File: src/rtl/q_stream_tx.sv
// rtl/q_stream_tx.sv - clocked front-end transmitter that serialises words into (pi, si) symbols for a Q-flop self-timed chain
module q_stream_tx #(
  parameter int WIDTH        = 8,
  parameter int HOLD_CYCLES  = 4,
  parameter int GAP_CYCLES   = 2,
  parameter int START_CYCLES = 3,
  parameter bit LSB_FIRST    = 1'b1
) (
  input  logic             clk,
  input  logic             rst,
  input  logic [WIDTH-1:0] in_data,
  input  logic             in_valid,
  output logic             in_ready,
  output logic             start,
  output logic             stage_rst,
  output logic             pi,
  output logic             si,
  output logic             busy
);

  localparam int CNT_MAX_A = (HOLD_CYCLES > GAP_CYCLES) ? HOLD_CYCLES : GAP_CYCLES;
  localparam int CNT_MAX   = (CNT_MAX_A > START_CYCLES + 1) ? CNT_MAX_A : START_CYCLES + 1;
  localparam int CW        = $clog2(CNT_MAX + 1);
  localparam int BW        = $clog2(WIDTH + 1);

  localparam logic [CW-1:0] HOLD_LAST = CW'(HOLD_CYCLES - 1);
  localparam logic [CW-1:0] GAP_LAST  = CW'(GAP_CYCLES - 1);
  localparam logic [CW-1:0] START_CNT = CW'(START_CYCLES);
  localparam logic [CW-1:0] START_END = CW'(START_CYCLES + 1);
  localparam logic [BW-1:0] BIT_LAST  = BW'(WIDTH - 1);

  typedef enum logic [2:0] {
    S_INIT,
    S_IDLE,
    S_SEND,
    S_SPACE,
    S_END,
    S_TAIL
  } state_t;

  state_t           state;
  logic [CW-1:0]    cnt;
  logic [BW-1:0]    bit_idx;
  logic [WIDTH-1:0] shreg;
  logic             cur_bit;
  logic [WIDTH-1:0] shreg_next;

  assign cur_bit    = LSB_FIRST ? shreg[0] : shreg[WIDTH-1];
  assign shreg_next = LSB_FIRST ? (shreg >> 1) : (shreg << 1);

  // pi/si are registered from the state being left, so every symbol lags its
  // state by one cycle; in_ready/busy follow the state entered, which lets the
  // last spacer cycle overlap the first IDLE cycle.
  always_ff @(posedge clk) begin
    if (rst) begin
      state     <= S_INIT;
      cnt       <= '0;
      bit_idx   <= '0;
      shreg     <= '0;
      start     <= 1'b1;
      stage_rst <= 1'b1;
      pi        <= 1'b0;
      si        <= 1'b0;
      in_ready  <= 1'b0;
      busy      <= 1'b1;
    end else begin
      pi <= 1'b0;
      si <= 1'b0;
      case (state)
        S_INIT: begin
          // stage_rst outlives start by one cycle so flops clear before gating opens
          if (cnt == START_END) begin
            state     <= S_IDLE;
            cnt       <= '0;
            stage_rst <= 1'b0;
            in_ready  <= 1'b1;
            busy      <= 1'b0;
          end else begin
            cnt   <= cnt + 1'b1;
            start <= (cnt < START_CNT);
          end
        end
        S_IDLE: begin
          if (in_valid && in_ready) begin
            shreg    <= in_data;
            bit_idx  <= '0;
            cnt      <= '0;
            state    <= S_SEND;
            in_ready <= 1'b0;
            busy     <= 1'b1;
          end
        end
        S_SEND: begin
          pi <= 1'b1;
          si <= cur_bit;
          if (cnt == HOLD_LAST) begin
            cnt   <= '0;
            state <= S_SPACE;
          end else begin
            cnt <= cnt + 1'b1;
          end
        end
        S_SPACE: begin
          if (cnt == GAP_LAST) begin
            cnt <= '0;
            if (bit_idx == BIT_LAST) begin
              state <= S_END;
            end else begin
              bit_idx <= bit_idx + 1'b1;
              shreg   <= shreg_next;
              state   <= S_SEND;
            end
          end else begin
            cnt <= cnt + 1'b1;
          end
        end
        S_END: begin
          si <= 1'b1;
          if (cnt == HOLD_LAST) begin
            cnt   <= '0;
            state <= S_TAIL;
          end else begin
            cnt <= cnt + 1'b1;
          end
        end
        S_TAIL: begin
          if (cnt == GAP_LAST) begin
            cnt      <= '0;
            state    <= S_IDLE;
            in_ready <= 1'b1;
            busy     <= 1'b0;
          end else begin
            cnt <= cnt + 1'b1;
          end
        end
        default: begin
          state <= S_INIT;
        end
      endcase
    end
  end

endmodule

File: config.mk
export PLATFORM = sky130hd
export DESIGN_NAME = q_stream_tx
export DESIGN_NICKNAME = d
export VERILOG_FILES = /design/src/rtl/q_stream_tx.sv
export SDC_FILE = /design/constraint.sdc
export NUM_CORES = 1
export LEC_CHECK = 0
export ABC_AREA = 0
export CORE_MARGIN = 5
export CORE_UTILIZATION = 29
export DETAILED_ROUTE_END_ITERATION = 10
export SETUP_SLACK_MARGIN = 0.3
export SYNTH_ARGS = -nofsm -noshare
export SYNTH_HDL_FRONTEND = slang
export SYNTH_SLANG_ARGS = --single-unit
File: constraint.sdc
create_clock -name clk -period 2.2 [get_ports clk]
set_clock_uncertainty 0.15 [all_clocks]
set_input_delay 0.22 -clock clk [delete_from_list [all_inputs] [get_ports clk]]
set_output_delay 0.22 -clock clk [all_outputs]
set_load 0.02 [all_outputs]
==> impl_metrics.csv <==
group,metric,value,unit
synth,synth_area,0.00135,mm^2
final_layout,final_cell_mix,"21 x dfxtp_1, 17 x a21oi_1, 16 x clkdlybuf4s50_1",
synth,synth.top_cells.by_area,"dfxtp_1 36%, a311oi_2 7.8%, a21oi_1 6.3%",
synth,synth_top_area_share,0.356,
final_layout,drive_above_1_share,0.193,
status,status,"completed",
final_layout,layout_commonest_cell,"dfxtp_1",
placed_design,place.gp.congestion,0.829,
timing,drv_slew,0,
clocking,clk_pin_slew,0.08,ns
placed_design,place_area,0.00155,mm^2
worst_setup_path,crit_path_top_delay_cell,"a2111o_1",
synth,synth_ff_type,"dfxtp_1",
timing,whs,0.308,ns
synth,synth_area_leader_cell,"dfxtp_1",
floorplanning,die_h,78.2,um
drt,route.detailed.drc,0,
worst_setup_path,crit_chain,"inv_1 -> ha_2 -> a2111o_1 -> o31a_1 -> a31oi_1 -> a211oi_2",
clocking,cts.path.max_buffers,2,
drt,routed_wl,2890,um
worst_hold_path,min_from,"stage_rst$_SDFFE_PP1P_",
power_and_ir_drop,p_total,1720,uW
timing,hold_viol_final,0,
drt,routed-via-count,1157,
timing,fmax,544,MHz
power_and_ir_drop,ir_worst_vdd,0.331,mV
power_and_ir_drop,p_leak,0.000626,uW
drt,via_per_inst,5.43,
placed_design,place.detailed.hpwl,2130,um
worst_setup_path,cp_max_fo,6,
synth,synth-seq-cells,24,
final_layout,fin_util,0.370,
timing,tightest_slew,0.517,ns
global_route,grtUsageTotal,0.0987,
drt,firstDrtPassIters,4,
floorplanning,die_x,78.2,um
global_route,grt_max_degree,17,
clocking,hold_buffers,0,
synth,ys_types,40,
timing,finalCritPeriodShare,0.835,
drt,wl_per_cell,13.6,um
synth,synth-edff-count,0,
timing,rsz0062_at_grt,"yes",
clocking,clk_latency,0.27,ns
worst_setup_path,timing.rr.start,"cnt[0]$_SDFFE_PP0P_",
worst_setup_path,cpLargestDelayFamily,"compound AO/OA/AOI/OAI gates",
synth,ys_seq_area_frac,0.356,
drt,drt.antenna.violating_nets,0,
timing,finalCriticalPeriod,1.84,ns
synth,yosysWarnings,0,
drt,drtIter0Drc,85,
floorplanning,pin_count,17,
worst_setup_path,crit_path_start_kind,"flop",
clocking,ctsRootBufferMaster,"clkbuf_8",
worst_setup_path,crit_type,"flop to flop",
worst_setup_path,cp-end-kind,"flop",
final_layout,final_cell_area,0.00164,mm^2
timing,relSlewSlack,0.655,
global_route,antenna_found_initial,0,
worst_setup_path,crit_arrival,1.83,ns
worst_setup_path,cp-startpoint,"cnt[0]$_SDFFE_PP0P_",
final_layout,nets,179,
power_and_ir_drop,p_per_area,1050,mW/mm^2
timing,finalSetupViolations,0,
synth,synth_nets,162,
final_layout,diodes,0,
floorplanning,row_count,24,
floorplanning,dieArea,0.00612,mm^2
placed_design,port_buffers,16,
job,maxCapViolations,0,
synth,syn_avg_cell_area,9.31,um^2
timing,tns,0,ns
worst_hold_path,hold_path_class,"flop to flop",
final_layout,area_growth,21.8,%
floorplanning,core_region_area,0.00444,mm^2
synth,synthArstFlopShare,0,
floorplanning,start_util,0.304,
worst_setup_path,max_stage_delay,0.47,ns
clocking,cts_max_level,1,
global_route,grt_overflow,0,
clocking,cts_buffers,3,
synth,syn_inst,145,
clocking,cts_tree,"done",
clocking,cts.sinks,24,
global_route,grt_pass1_wl,5020,um
global_route,grt_pass1_vias,1124,
worst_setup_path,cp_num_buf_inv,1,
worst_setup_path,crit_required,2.19,ns
[kinds of logic (layout without fill, tap and decap cells)]
| family | count (synthesis) | in the layout | share of synthesized area |
|---|---|---|---|
| AO/OA/AOI/OAI | 54 | 54 | 0.307 |
| XOR/XNOR | 1 | 1 | 0.00649 |
| adder cells (fa/ha/maj) | 6 | 6 | 0.0556 |
| buffers and inverters | 18 | 34 | 0.0751 |
| flip-flops | 24 | 24 | 0.356 |
| multiplexers | 8 | 8 | 0.0602 |
| AND/OR/NAND/NOR | 34 | 34 | 0.140 |
[report_power, final]
part / switching [uW] / total (uW) / internal, uW
logic: 416 / 786 / 371
clock network: 143 / 302 / 160
registers: 98.0 / 632 / 534
[worst register-to-register path, stage by stage, from the launching register on]
cell and delay (ns):
dfxtp_4 0.38, inv_1 0.05, ha_2 0.20, a2111o_1 0.47
o31a_1 0.16, a31oi_1 0.24, a211oi_2 0.07
[repair_timing]
action                     CTS  global route
pin swaps                    1             1
setup endpoints to repair    3            15
buffers inserted             0             1
gates resized for setup      1            12
[cell type report]
cell class,instances,area (um^2)
fill,448,2800
multi-input combinational,103,798
inverter,7,26.3
tap,52,65.1
timing repair buffer,23,213
clock buffer,4,55.1
sequential,24,487
[metrics by stage]
step | setup WS [ns] | cells
CTS | 0.309 | 212
floorplan | 0.470 | 145
detailed placement | 0.165 | 208
finish | 0.362 | 213
global route | 0.290 | 213
global placement | 0.212 | 208
[Yosys cell counts, types with 3 or more instances]
| master | n |
|---|---|
| a21oi_1 | 17 |
| o21ai_0 | 7 |
| nor2b_1 | 3 |
| buf_6 | 3 |
| inv_1 | 7 |
| buf_2 | 3 |
| nand2_1 | 4 |
| a211oi_1 | 6 |
| mux2i_1 | 7 |
| a311oi_2 | 7 |
| nor2_1 | 8 |
| dfxtp_1 | 24 |
| ha_1 | 6 |
| nand3_1 | 6 |
| clkbuf_1 | 3 |
| o31ai_1 | 4 |
[per-layer routing]
layer  GRT usage  vias to the layer above  part of all wire
li1            -                      569                 -
met1       0.116                      563              0.46
met2       0.177                       20              0.50
met3      0.0297                        5             0.038
met4      0.0210                        0            0.0079
met5           0                        -                 0
[final timing paths]
path                                                to  slack (ns)  depth (start not counted)
worst max-delay path             state[1]$_SDFFE_PP0P_        0.36                          6
worst min-delay path            stage_rst$_SDFFE_PP1P_        0.31                          1
worst max register to register   state[1]$_SDFFE_PP0P_        0.36                          6
worst min register to register  stage_rst$_SDFFE_PP1P_        0.31                          1
[flip-flops by register name (all words and copies together), names as in the netlist, 3 cells and up]
register	flops
shreg	8
bit_idx	4
cnt	3
state	3
Power figures use the tool's default switching activity.
